File: config.mk
export PLATFORM = sky130hd
export DESIGN_NAME = priority_resolver
export DESIGN_NICKNAME = d
export VERILOG_FILES = /design/src/rtl/dma_pkg.sv /design/src/rtl/rot_prio_enc.sv /design/src/rtl/priority_resolver.sv
export SDC_FILE = /design/constraint.sdc
export NUM_CORES = 1
export LEC_CHECK = 0
export CAP_MARGIN = 20
export CORE_MARGIN = 2
export CORE_UTILIZATION = 42
export DETAILED_ROUTE_END_ITERATION = 6
export PLACE_DENSITY = 0.76
export SLEW_MARGIN = 20
export SYNTH_ARGS = -nofsm -noshare
export SYNTH_HDL_FRONTEND = slang
export SYNTH_SLANG_ARGS = --single-unit
File: constraint.sdc
create_clock -name CLK -period 1.7 [get_ports CLK]
set_input_delay 0.34 -clock CLK [delete_from_list [all_inputs] [get_ports CLK]]
set_output_delay 0.34 -clock CLK [all_outputs]
set_load 0.03 [all_outputs]
File: src/rtl/dma_pkg.sv
// Shared DMA resolver types: channel count, channel index type and the
// one-hot resolver state encoding.
package dma_pkg;

  localparam int unsigned NUM_CH = 4;
  localparam int unsigned CH_W   = 2;

  typedef logic [CH_W-1:0] ch_idx_t;

  localparam int unsigned ST_IDLE    = 0;
  localparam int unsigned ST_GRANT   = 1;
  localparam int unsigned ST_SERVICE = 2;
  localparam int unsigned ST_W       = 3;

  typedef enum logic [ST_W-1:0] {
    S_IDLE    = 3'b001,
    S_GRANT   = 3'b010,
    S_SERVICE = 3'b100
  } res_state_t;

endpackage

File: src/rtl/rot_prio_enc.sv
// Fixed / rotating priority encoder: picks the first requesting channel,
// searching from channel 0 (fixed) or from lowPri+1 (rotating).
module rot_prio_enc
  import dma_pkg::*;
(
  input  logic [NUM_CH-1:0] req,
  input  ch_idx_t           lowPri,
  input  logic              rotatingPri,
  output logic              valid,
  output ch_idx_t           idx
);

  ch_idx_t start;
  ch_idx_t cand;

  always_comb begin
    start = rotatingPri ? ch_idx_t'(lowPri + 2'd1) : '0;
    valid = 1'b0;
    idx   = '0;
    cand  = '0;
    for (int i = 0; i < int'(NUM_CH); i++) begin
      cand = start + CH_W'(i);
      if (!valid && req[cand]) begin
        valid = 1'b1;
        idx   = cand;
      end
    end
  end

endmodule

File: src/rtl/priority_resolver.sv
// DMA channel priority resolver: qualifies requests, latches a winner,
// tracks grant/service and produces DACK and terminal-count pulses.
module priority_resolver #(
  parameter int unsigned NUM_CH = dma_pkg::NUM_CH
) (
  input  logic              CLK,
  input  logic              Reset,
  input  logic [NUM_CH-1:0] DREQ,
  input  logic              dreqActiveLow,
  input  logic              dackActiveHigh,
  input  logic              rotatingPri,
  input  logic              ctrlDisable,
  input  logic [NUM_CH-1:0] maskReg,
  input  logic [NUM_CH-1:0] swReq,
  input  logic [NUM_CH-1:0] autoInit,
  input  logic              HLDA,
  input  logic              cycleStart,
  input  logic              cycleDone,
  input  logic              tcReached,
  output logic              reqPending,
  output logic [1:0]        grantCh,
  output logic [NUM_CH-1:0] DACK,
  output logic [NUM_CH-1:0] setMask,
  output logic [NUM_CH-1:0] clrSwReq
);
  import dma_pkg::*;

  logic [NUM_CH-1:0] dreq_q;
  logic [NUM_CH-1:0] eff_req;
  logic              enc_valid;
  ch_idx_t           enc_idx;

  res_state_t        state_q, state_d;
  ch_idx_t           grant_q, grant_d;
  ch_idx_t           low_pri_q, low_pri_d;
  logic              pend_q, pend_d;
  logic [NUM_CH-1:0] dack_q, dack_d;
  logic [NUM_CH-1:0] set_mask_q, set_mask_d;
  logic [NUM_CH-1:0] clr_sw_q, clr_sw_d;

  // Raw DREQ sampled once; no reset needed, it only feeds qualification.
  always_ff @(posedge CLK) begin
    dreq_q <= DREQ;
  end

  assign eff_req = ctrlDisable ? '0
                 : (((dreq_q ^ {NUM_CH{dreqActiveLow}}) & ~maskReg) | swReq);

  rot_prio_enc u_enc (
    .req         (eff_req),
    .lowPri      (low_pri_q),
    .rotatingPri (rotatingPri),
    .valid       (enc_valid),
    .idx         (enc_idx)
  );

  always_comb begin
    state_d    = state_q;
    grant_d    = grant_q;
    low_pri_d  = low_pri_q;
    pend_d     = pend_q;
    dack_d     = dack_q;
    set_mask_d = '0;
    clr_sw_d   = '0;
    if (state_q[ST_IDLE]) begin
      dack_d = '0;
      if (enc_valid) begin
        state_d = S_GRANT;
        grant_d = enc_idx;
        pend_d  = 1'b1;
      end
    end else if (state_q[ST_GRANT]) begin
      if (!eff_req[grant_q]) begin
        state_d = S_IDLE;
        pend_d  = 1'b0;
      end else if (cycleStart && HLDA) begin
        state_d = S_SERVICE;
        dack_d  = NUM_CH'(1) << grant_q;
      end
    end else if (state_q[ST_SERVICE]) begin
      // Losing HLDA wins over a coincident cycleDone: abort, no TC side effects.
      if (!HLDA) begin
        state_d = S_IDLE;
        pend_d  = 1'b0;
        dack_d  = '0;
      end else if (cycleDone) begin
        state_d = S_IDLE;
        pend_d  = 1'b0;
        dack_d  = '0;
        if (rotatingPri) low_pri_d = grant_q;
        if (tcReached) begin
          clr_sw_d[grant_q]   = 1'b1;
          set_mask_d[grant_q] = ~autoInit[grant_q];
        end
      end
    end else begin
      state_d = S_IDLE;
      pend_d  = 1'b0;
      dack_d  = '0;
    end
  end

  always_ff @(posedge CLK) begin
    if (!Reset) begin
      state_q    <= S_IDLE;
      grant_q    <= '0;
      low_pri_q  <= 2'd3;
      pend_q     <= 1'b0;
      dack_q     <= '0;
      set_mask_q <= '0;
      clr_sw_q   <= '0;
    end else begin
      state_q    <= state_d;
      grant_q    <= grant_d;
      low_pri_q  <= low_pri_d;
      pend_q     <= pend_d;
      dack_q     <= dack_d;
      set_mask_q <= set_mask_d;
      clr_sw_q   <= clr_sw_d;
    end
  end

  assign reqPending = pend_q;
  assign grantCh    = grant_q;
  assign DACK       = dack_q ^ {NUM_CH{~dackActiveHigh}};
  assign setMask    = set_mask_q;
  assign clrSwReq   = clr_sw_q;

endmodule

Word level (Yosys, flattened, before mapping)
Index checks and enable logic that the tools add are counted.
{ "op_classes": {"add_sub_neg": 4, "n_mul": 0, "div_mod_pow": 0, "magnitude_cmp": 6, "n_eq_ne": 7, "shifts": 1, "muxes": 45, "bitwise": 15, "reduce_logical": 15} }
{ "op_table": {"columns": ["op", "n"], "rows": [
  ["2-to-1 mux 4 bit", 7],
  ["2-to-1 mux 3 bit", 8],
  ["2-to-1 mux 1 bit", 18],
  ["less-than comparator 2 x 3 -> 1 bit (second input constant)", 5],
  ["binary-select mux 1 bit (select 2 bit)", 6],
  ["2-to-1 mux 2 bit", 5],
  ["inverter 1 bit", 9],
  ["AND 4 bit", 2],
  ["bitwise XOR 4 bit", 2],
  ["OR reduction 7 bit", 1],
  ["AND reduction 3 bit", 2],
  ["AND reduction 6 bit", 1],
  ["logical AND 1 bit", 5],
  ["inequality test 5 bit (second input constant)", 1],
  ["adder 2 x 1 -> 2 bit (second input constant)", 2],
  ["adder 2 bit (second input constant)", 2],
  ["inequality test 2 x 1 -> 1 bit (second input constant)", 2],
  ["inequality test 4 x 3 -> 1 bit (second input constant)", 1],
  ["inequality test 4 bit (second input constant)", 1],
  ["inverter 4 bit", 1],
  ["bitwise OR 4 bit", 1],
  ["AND reduction 2 bit", 2],
  ["<< shifter 1 x 2 -> 4 bit (first input constant)", 1],
  ["zero test 1 bit", 3],
  ["5 further kinds", 5]
]} }
{ "word_totals": {"regBits": 24, "latch_bits": 0, "ram_bits": 0, "mem_bits_ro": 0, "in_bits": 26, "out_inout_bits": 15, "wordCells": 103, "memories": 0} }

Logic depth before layout (Yosys ltp)
Gate-level depths: netlist of run 1.
{ "logic_depth": {"depth_word": 18, "depth_mapped": 7, "mapped_depth_nobuf": 6} }

Modules after synthesis
From an unflattened synthesis of run 1, not the netlist that was laid out.
{ "unflattened": {"hier_cells": 155, "hier_area_um2": 1283.7} }
{ "by_module_without_submodules": {"columns": ["module", "n_inst", "cells_each", "area_each_um2", "seq_area_each_um2"], "rows": [
  ["priority_resolver", 1, 116, 1036.0, 480.5],
  ["rot_prio_enc", 1, 39, 247.7, 0.0]
]} }

Least setup slack after synthesis of run 1
No wires, ideal clock.
{ "synth_path": {"path_type": "flip-flop to flip-flop", "start": "register grant_q[0], in the netlist grantCh[0]", "end": "register pend_q, in the netlist reqPending", "setup_time_ns": 0.125, "arrival_time_ns": 1.651, "required_time_ns": 1.575, "path_slack_ns": -0.076, "stages_incl_launch_ff": 5, "path_buffers": 0, "period_less_slack_ns": 1.776, "path_cell_list": "dfxtp_1 > inv_1 > mux4_2 > a211oi_1 > o21ai_1"} }
{ "synth_via": {"elab_chain_len": 4} }
{ "synth_lines": {"columns": ["element", "line_no", "source"], "rows": [
  ["from (decl)", "priority_resolver.sv:34", "ch_idx_t grant_q, grant_d;"],
  ["from (signal assigned)", "priority_resolver.sv:114", "grant_q <= grant_d;"],
  ["binary-select mux 1 bit (select 2 bit)", "priority_resolver.sv:73", "if (!eff_req[grant_q]) begin"],
  ["2-to-1 mux 1 bit (not written as such)", "priority_resolver.sv:73", null],
  ["inequality test 3 bit (no line)", null, null],
  ["AND reduction 3 bit (no line)", null, null],
  ["to (signal assigned)", "priority_resolver.sv:116", "pend_q <= pend_d;"],
  ["to (decl)", "priority_resolver.sv:36", "logic pend_q, pend_d;"]
]} }
No other way between the ends. The select of a mux whose other input is x is not followed.
A chain may end at the register's enable or synchronous reset.

Worst setup path in the final report of run 1
{ "layout_path": {"start": "register dreq_q[3]", "end": "register dack_q[0]"} }
{ "layout_via": {"elab_chain_len": 8} }
{ "layout_lines": {"columns": ["element", "line_no", "source"], "rows": [
  ["from (decl)", "priority_resolver.sv:28", "logic [NUM_CH-1:0] dreq_q;"],
  ["from (signal assigned)", "priority_resolver.sv:43", "dreq_q <= DREQ;"],
  ["bitwise XOR 4 bit", "priority_resolver.sv:47", ": (((dreq_q ^ {NUM_CH{dreqActiveLow}}) & ~maskReg) | swReq);"],
  ["AND 4 bit", "priority_resolver.sv:47", null],
  ["bitwise OR 4 bit", "priority_resolver.sv:47", null],
  ["2-to-1 mux 4 bit", "priority_resolver.sv:46", "assign eff_req = ctrlDisable ? '0"],
  ["binary-select mux 1 bit (select 2 bit)", "priority_resolver.sv:73", null],
  ["2-to-1 mux 1 bit (not written as such)", "priority_resolver.sv:73", null],
  ["inequality test 2 x 1 -> 1 bit (no line)", null, null],
  ["AND reduction 3 bit (no line)", null, null],
  ["to (signal assigned)", "priority_resolver.sv:117", "dack_q <= dack_d;"],
  ["to (decl)", "priority_resolver.sv:37", "logic [NUM_CH-1:0] dack_q, dack_d;"]
]} }
No other way between the ends. The select of a mux whose other input is x is not followed.

==> results by stage, run 1 <==
CTS:
- TritonCTS created 3 clock buffers.
- The clock latency at the later pin of the worst-skew pair is 0.32 ns.
- CTS built an H-tree with a depth of 1.
- TritonCTS built the clock tree.
- CTS placed an instance of sky130_fd_sc_hd__clkbuf_4 at the clock tree root.
- The clock drives 24 sinks.
- After clock tree synthesis, the clock-pin slew on the worst setup and hold paths is around 0.14 ns.
- The maximum buffer depth of the clock tree is 2.

Synth:
- The flop and latch count out of synthesis is 24.
- Of all flip-flops after synthesis, the portion carrying an async set or reset was 0%.
- In the synthesized netlist, the number of instances is 155.
- The total of warnings raised by yosys is 0.
- The number of library cell types mapped by synthesis is 45.
- The area share of the largest cell type after synthesis is 35.8%.
- The net count after synthesis is 181.
- The average instance in the mapped netlist occupies 8.67 um^2.
- The number of enable-type register cells in the synthesized netlist is 0.
- Yosys attributes the largest share of cell area to sky130_fd_sc_hd__dfxtp_1 (36%), sky130_fd_sc_hd__nand2_1 (4.2%), sky130_fd_sc_hd__a21oi_1 (3.4%), sky130_fd_sc_hd__xnor2_1 (3.3%), sky130_fd_sc_hd__nor3_1 (3.0%).
- For this run, the register share of the synthesized area comes to a little over a third.
- The cell area after technology mapping is 1340 um^2.
- The flip-flop cell with the highest count after synthesis is sky130_fd_sc_hd__dfxtp_1.
- The cell taking the most area after synthesis is sky130_fd_sc_hd__dfxtp_1.

Timing:
- The slew at the pin with the worst max-slew slack is 0.358 ns.
- Setup repair after global routing could not meet its margin everywhere.
- The number of failing hold endpoints at the final stage came to 0.
- After layout, the worst setup slack is -0.136 ns.
- The worst path in the final design needs a cycle of approximately 1.8 ns, including I/O delays and setup.
- Headroom to the max-slew limit came out at 76.1%.
- Derived from the worst setup path, the maximum achievable clock frequency is 0.545 GHz.
- The number of max-slew violations in the final report was 0.
- The final setup skew is 0.00275 ns.
- The total setup violations reported at the end of the flow is 10.
- The part of the cycle the worst path needs is 108%.

GRT:
- In the global route stage, met1 resource usage came out at about 27%.
- The global routing stage identified its most utilized layer as met2.
- Global routing consumed, on the met3 layer, 5.54% of the routing resources.
- Global routing consumed, over all layers together, 24.1% of the routing resources.
- Entering global routing, the biggest net connects 14 pins.
- The number of global-route vias before repair came to approximately 1500.
- The number of antenna violations at the first check in global routing is 0.
- The first-pass GRT wire length is 6600 um.
- The total overflow left after global routing is 0.
- The routing usage on met2 is 42.2%.

Cells and area:
- Summing all multi-input logic gate instances after layout gives 947 um^2.
- Once layout is complete, the utilization of the core stands at between 70% and 80%.
- The repair_antennas step left the layout with diodes totalling 0.
- Cells with a size suffix above 1 make up 31.7% of the layout.
- Across the whole layout, storage elements account for approximately 490 um^2.
- The fill cell instance count of the final layout is about 240.
- After the last flow step, the layout net total stands at 254.
- The post-layout instance count excluding filler cells is 271.
- From synthesis to final layout, the design area changed by 64.3%.
- In the layout the commonest cells are sky130_fd_sc_hd__buf_4 (37), sky130_fd_sc_hd__clkdlybuf4s50_1 (20), sky130_fd_sc_hd__dfxtp_1 (19), sky130_fd_sc_hd__nand2_1 (13), sky130_fd_sc_hd__nor2_1 (10).
- The commonest non-fill, non-tap cell in the layout is sky130_fd_sc_hd__buf_4.

Min path:
- The worst hold path class is input port to flop.
- The number of cells on the worst hold path is 1.

Routing:
- After detailed routing, the number of vias per cell comes to 5.69.
- The remaining antenna violation count is 0.
- Dividing the detail-routed wire length by the instance count gives 16.0 um.
- The routed layout has 1541 vias.
- The DRC violation total after the first TritonRoute iteration is 67.
- The routed design has roughly 4300 um of wire.
- The first detailed-routing pass ran for 4 iterations.
- In the routed design, unresolved DRC markers number 0.

Run status:
- The flow ran to the end, but the final reports show violations.
- The checks that failed: setup timing.

Power and ir drop:
- The worst-case IR drop observed on VDD is 338 uV.
- The static leakage is 0.000973 uW.
- The total power divided by cell area is approximately 630 nW/um^2.

Worst setup path:
- Data arrives at the worst endpoint at approximately 2.1 ns.
- For the worst setup path, the data required time is between 1.5 and 2 ns.
- The number of cells on the worst reg-to-reg path is 6.
- STA classifies the critical path startpoint as a flop.
- The peak per-stage delay on the critical path is 0.40 ns.
- By startpoint and endpoint, the worst setup path is classified as flop to flop.
- The slowest cell on the critical path is sky130_fd_sc_hd__mux4_2.
- The critical path endpoint category is a flop.
- Traced cell by cell, the critical path runs through xnor2_4 -> o31ai_4 -> mux4_2 -> a31oi_4 -> o211ai_1 -> o41ai_2.
- The highest fanout seen on the critical path is 6.

Die:
- The number of primary I/O pins is 41.
- The total area inside the core boundary comes to 3050 um^2.
- The die width is 60.6 um.
- The initialized floorplan defines 20 standard-cell rows.
- The die outline height is 60.6 um.
- For this configuration, the core starts out at a cell density of ~44%.
- The floorplan step defined a die boundary enclosing between 3000 and 4000 um^2.

Place:
- The final HPWL from detailed placement is about 3200 um.
- Port buffering added 40 buffers.
- The total instance count after detailed placement is between 200 and 300.
- The congestion estimate from routability-driven global placement came to between 0.8 and 0.9.

Flow run:
- Across the run, the number of max-cap violations was 0.
registers in the layout (all words and copies together), names as in the netlist:
signal / cells
clrSwReq: 4
dack_q: 4
low_pri_q: 2
state_q: 3
grantCh: 2
setMask: 4
reqPending: 1
dreq_q: 4
per-layer routing:
| metal | up-vias | part of all wire, % |
|---|---|---|
| met4 | 0 | 2.7 |
| met1 | 724 | 37 |
| met2 | 80 | 53 |
| met3 | 16 | 7.8 |
| li1 | 721 | - |
| met5 | - | 0 |
stage by stage:
| stage | setup WS (ns) | hold WS, ns | TNS (ns) | cell area (um^2) | power [uW] |
|---|---|---|---|---|---|
| after global routing | -0.230 | 0.429 | -1.55 | 2210 | 1440 |
| after floorplan | 0.0110 | 0.368 | 0 | 1350 | 818 |
| after CTS | -0.117 | 0.440 | -0.558 | 2100 | 1340 |
| after global placement | -0.698 | 0.443 | -6.32 | 1990 | 1010 |
| after detailed placement | -0.777 | 0.450 | -7.13 | 1990 | 1020 |
| final | -0.136 | 0.438 | -0.784 | 2210 | 1380 |
synth_stat cells, drive strengths merged (4+ instances only):
master    n
a2111oi   4
a21o      4
a21oi     9
clkbuf    5
dfxtp    24
inv       5
nand2    15
nand2b    6
nor2     10
nor3      8
nor4      6
o21ai     7
xnor2     6
final timing paths:
kind,slack (ns),endpoint,start
hold / removal,0.44,dreq_q[3],DREQ[3]
setup / recovery,-0.14,dack_q[0],dreq_q[3]
hold reg to reg,0.47,reqPending,reqPending
setup reg to reg,-0.14,dack_q[0],dreq_q[3]
where the power goes:
part           internal, uW  switching [uW]
registers               586            29.5
clock network           131             179
logic                   222             234
area by class of cell:
type | count | area share, %
timing repair buffer | 75 | 30.0
clock buffer | 4 | 1.64
sequential | 24 | 22.2
tap | 44 | 2.49
multi-input combinational | 119 | 42.9
inverter | 5 | 0.850
cells by family (layout without fill, tap and decap cells):
logic type,Yosys count,count (layout),share of synthesized area (%)
compound gates,43,43,24.8
mux,4,4,3.91
xor+xnor,9,9,6.43
simple gates,63,63,25.4
buf+inv,12,84,3.72
flops,24,24,35.8
worst max-delay path, delay by kind of cell, from the launching register on:
kind / cells / cell delay (ns)
flops: 1 / 0.37
mux: 1 / 0.40
compound gates: 4 / 0.83
xor+xnor: 1 / 0.14
what timing repair did:
item                                    CTS  global route
gates resized for setup                  32            22
hold buffers                              0             0
buffers inserted                          4             2
pin swaps                                13            10
endpoints found under the setup margin   13            15
Note: power is estimated with default switching activity, not from simulation.
==> inputs of run 2 (changes only) <==
--- a/config.mk
+++ b/config.mk
@@ -7,9 +7,9 @@
 export LEC_CHECK = 0
 export CAP_MARGIN = 20
 export CORE_MARGIN = 2
-export CORE_UTILIZATION = 42
+export CORE_UTILIZATION = 50
 export DETAILED_ROUTE_END_ITERATION = 6
-export PLACE_DENSITY = 0.76
+export PLACE_DENSITY = 0.85
 export SLEW_MARGIN = 20
 export SYNTH_ARGS = -nofsm -noshare
 export SYNTH_HDL_FRONTEND = slang
==> constraint.sdc (replaced) <==
create_clock -name CLK -period 2.3 [get_ports CLK]
set_input_delay 0.46 -clock CLK [delete_from_list [all_inputs] [get_ports CLK]]
set_output_delay 0.46 -clock CLK [all_outputs]
set_load 0.03 [all_outputs]
==> run 2 against run 1 <==
The flow now finishes without violations. Count of clock-buffer cells in the layout fell by 1. Design area fell by 13%. First-iteration DRC count fell by 15%. Clock skew rose by 0.0064 ns. Final cell count fell by 11%. Routed wire length fell by 19%. Via count fell by 8.7%. Global-route usage fell by 0.82 points. Non-clock buffer count fell by 15. Utilization rose by 3.6 points. Die area fell by 15%. Register-to-register slack improved by 0.58 ns. Largest power group unchanged. Highest routed layer unchanged.
==> results by stage, run 2 (synthesis results as in run 1) <==
Place:
- The quantity of I/O buffers inserted on ports came to 40 (unchanged).
- The last weighted congestion value of the routability-driven placer came to 0.950 (+8.5%).
- The final HPWL from detailed placement came to 2880 um (-9.4%).
- The placement-stage worst setup slack is -0.292 ns (+0.485 ns).

Die:
- The die width is 55.8 um (-7.8%).
- The standard cell core area is 2520 um^2 (-17%).
- The initial core utilization is 53.3% (+9.3 points).
- The die outline area was 3120 um^2 (-15%).
- The die outline height is 55.8 um (-7.8%).
- The number of primary I/O pins is 41 (unchanged).
- The total number of placement rows is 18 (-10%).

Worst setup path:
- The reg-to-reg critical path endpoint is reqPending.
- The critical path endpoint category is a flop.
- The worst setup path is of the input port to flop kind.
- The number of cells on the worst reg-to-reg path is 4 (-2).
- The cell repeated most along the worst path is sky130_fd_sc_hd__buf_4.
- Traced cell by cell, the critical path runs through clkdlybuf4s50_1 -> buf_4 -> nor2_1 -> a21o_1 -> buf_4 -> o41a_1 -> o21ai_1 -> a2111oi_1 -> a211oi_1.
- The sort of element at the start of the critical path is an input port.
- The highest fanout seen on the critical path came to 10 (+4).
- The internal reg-to-reg setup slack was 0.44 ns (+0.58 ns).
- The required time of the worst setup path was 2.52 ns (+0.60 ns).
- The buffering stage count on the worst path with inverters included is 3 (+3).
- The startpoint identified for the worst register-to-register timing path is grantCh[0].
- The worst path arrival time came to 2.40 ns (+0.35 ns).
- The cell family contributing the most delay on the critical path is compound AO/OA/AOI/OAI gates.
- The peak per-stage delay on the critical path is 0.45 ns (+0.05 ns).
- The slowest cell on the critical path is sky130_fd_sc_hd__clkdlybuf4s50_1.

Timing:
- The total setup violations reported at the end of the flow is 0 (-10).
- The final setup skew was 0.00916 ns (+0.00641 ns).
- The number of failing hold endpoints at the final stage is 0 (unchanged).
- The part of the cycle the worst path needs is between 90% and 100%.
- The routed design could run at a clock period as short as 2.18 ns.
- The upper clock frequency limit is roughly 0.46 GHz.
- The smallest setup slack after layout came to 0.123 ns (+0.259 ns).
- The number of max-slew violations in the final report is 0 (unchanged).
- The slew at the pin with the worst max-slew slack is 0.564 ns (+0.205 ns).
- Setup repair after global routing left no endpoint under its margin.
- The remaining max-slew budget at the tightest pin is 61.4% (-15 points).

CTS:
- The sink count of the clock tree is 24 (unchanged).
- The clock latency at the later pin of the worst-skew pair is 0.31 ns (about the same).
- TritonCTS built the clock tree.
- The quantity of gates resized following cts was 0 (-100%).
- The maximum buffer depth of the clock tree was 2 (unchanged).
- The hold buffer count at CTS is 0 (unchanged).
- The H-tree depth reported by CTS came to 1 (unchanged).
- The clock edge transition at the registers on the reported setup and hold paths came to 0.13 ns (about the same).
- The CTS buffer count was 3 (unchanged).
- The post-CTS setup-driven buffer insertion count is 0 (-4).
- The tree is rooted in a sky130_fd_sc_hd__clkbuf_4.

Run status:
- The flow ran to the end, and the final reports show no timing, DRC or antenna violations.

Min path:
- The tightest min-delay check is of the flop to flop type.
- The number of cells on the worst hold path is 2 (+1).
- The path with the worst hold slack has its endpoint at reqPending.
- The critical hold path startpoint is reqPending.

GRT:
- The maximum number of pins on one net before global-route repair is 13 (-1).
- The global routing usage summed across all routing layers was 23.3% (-0.82 points).
- The global route total overflow is 0 (unchanged).
- The number of antenna violations at the first check in global routing is 0 (unchanged).
- The first-pass GRT wire length is 6040 um (-8.6%).
- The number of global-route vias before repair was 1441 (-2.8%).

Cells and area:
- The number of inserted diodes came to 0 (unchanged).
- In the layout the commonest cells are sky130_fd_sc_hd__clkdlybuf4s50_1 (35), sky130_fd_sc_hd__dfxtp_1 (24), sky130_fd_sc_hd__buf_4 (24), sky130_fd_sc_hd__nand2_1 (15), sky130_fd_sc_hd__nor2_1 (10).
- The net count reported at finish is 239 (-5.9%).
- The layout cell share with drive strength beyond 1 is 15.6% (-16 points).
- The commonest non-fill, non-tap cell in the layout is sky130_fd_sc_hd__clkdlybuf4s50_1.
- The area added between synthesis and finish is 42.6%.

Routing:
- The number of design rule violations left after detail routing is 0 (unchanged).
- The average via count per standard cell is 5.84 (+2.7%).
- The total via count in the routed design came to 1407 (-8.7%).
- The remaining antenna violation count is 0 (unchanged).
- The routed length per placed instance came to 14.6 um (-9.3%).
- The detailed-route wire length was 3510 um (-19%).
- The DRC violation total after the first TritonRoute iteration is 57 (-15%).
- The number of search-and-repair iterations in the first detailed-routing pass is 4 (unchanged).

Power and ir drop:
- The total power divided by cell area is 476 nW/um^2 (-24%).
- The largest voltage drop on the vdd net is 347 uV (+2.8%).
- The static leakage was 0.000745 uW (-23%).
- The total power was 912 uW (-34%).

Flow run:
- The reported max-cap violation count is 0 (unchanged).
-- run 2: layout make-up --
type,count,area (um^2)
Clock buffer,3,22.5
Fill cell,196,607
Inverter,5,18.8
Multi-Input combinational cell,119,813
Sequential cell,24,480
Tap cell,30,37.5
Timing Repair Buffer,60,543
-- run 2: worst max path at each step --
stage	from	end	slack [ns]	cells past startpoint
floorplan	dreqActiveLow	reqPending	0.44	5
global placement	dreqActiveLow	grantCh[1]	-0.23	8
detailed placement	dreqActiveLow	grantCh[1]	-0.29	8
CTS	dreqActiveLow	grantCh[1]	0.03	8
global route	ctrlDisable	grantCh[1]	0.006	9
finish	ctrlDisable	grantCh[1]	0.12	9
-- run 2: metal layers --
metal	vias up	wire length, um	global-route usage, %
met5	-	0	0
met4	0	48	7.82
met3	7	174	2.79
met2	48	1800	43.2
met1	658	1490	27.5
li1	694	-	-
-- run 2: worst reg2reg max path, cell delays in order, from the launching register on --
cell and delay, ns:
sky130_fd_sc_hd__dfxtp_1 0.53, sky130_fd_sc_hd__inv_1 0.21, sky130_fd_sc_hd__mux4_2 0.55, sky130_fd_sc_hd__a211oi_1 0.35, sky130_fd_sc_hd__o21ai_1 0.12
-- run 2: stage by stage --
| step | setup TNS (ns) | utilization [%] | hold slack, ns | std cells | instance area, um^2 |
|---|---|---|---|---|---|
| 2_1_floorplan | 0 | - | 0.469 | 155 | 1340 |
| 3_3_place_gp | -1.62 | 75.0 | 0.442 | 238 | 1890 |
| 3_5_place_dp | -2.21 | 75.0 | 0.463 | 238 | 1890 |
| 4_1_cts | 0 | 75.8 | 0.485 | 241 | 1910 |
| 5_1_grt | 0 | 75.9 | 0.525 | 241 | 1920 |
| 6_report | 0 | 75.9 | 0.483 | 241 | 1920 |
-- run 2: power breakdown --
part	total [uW]	internal, uW	switching, uW	leakage [uW]
logic	276	136	140	0.000535
registers	454	433	21.1	0.000196
clock network	182	61.3	121	0.0000138
total	912	630	282	0.000745
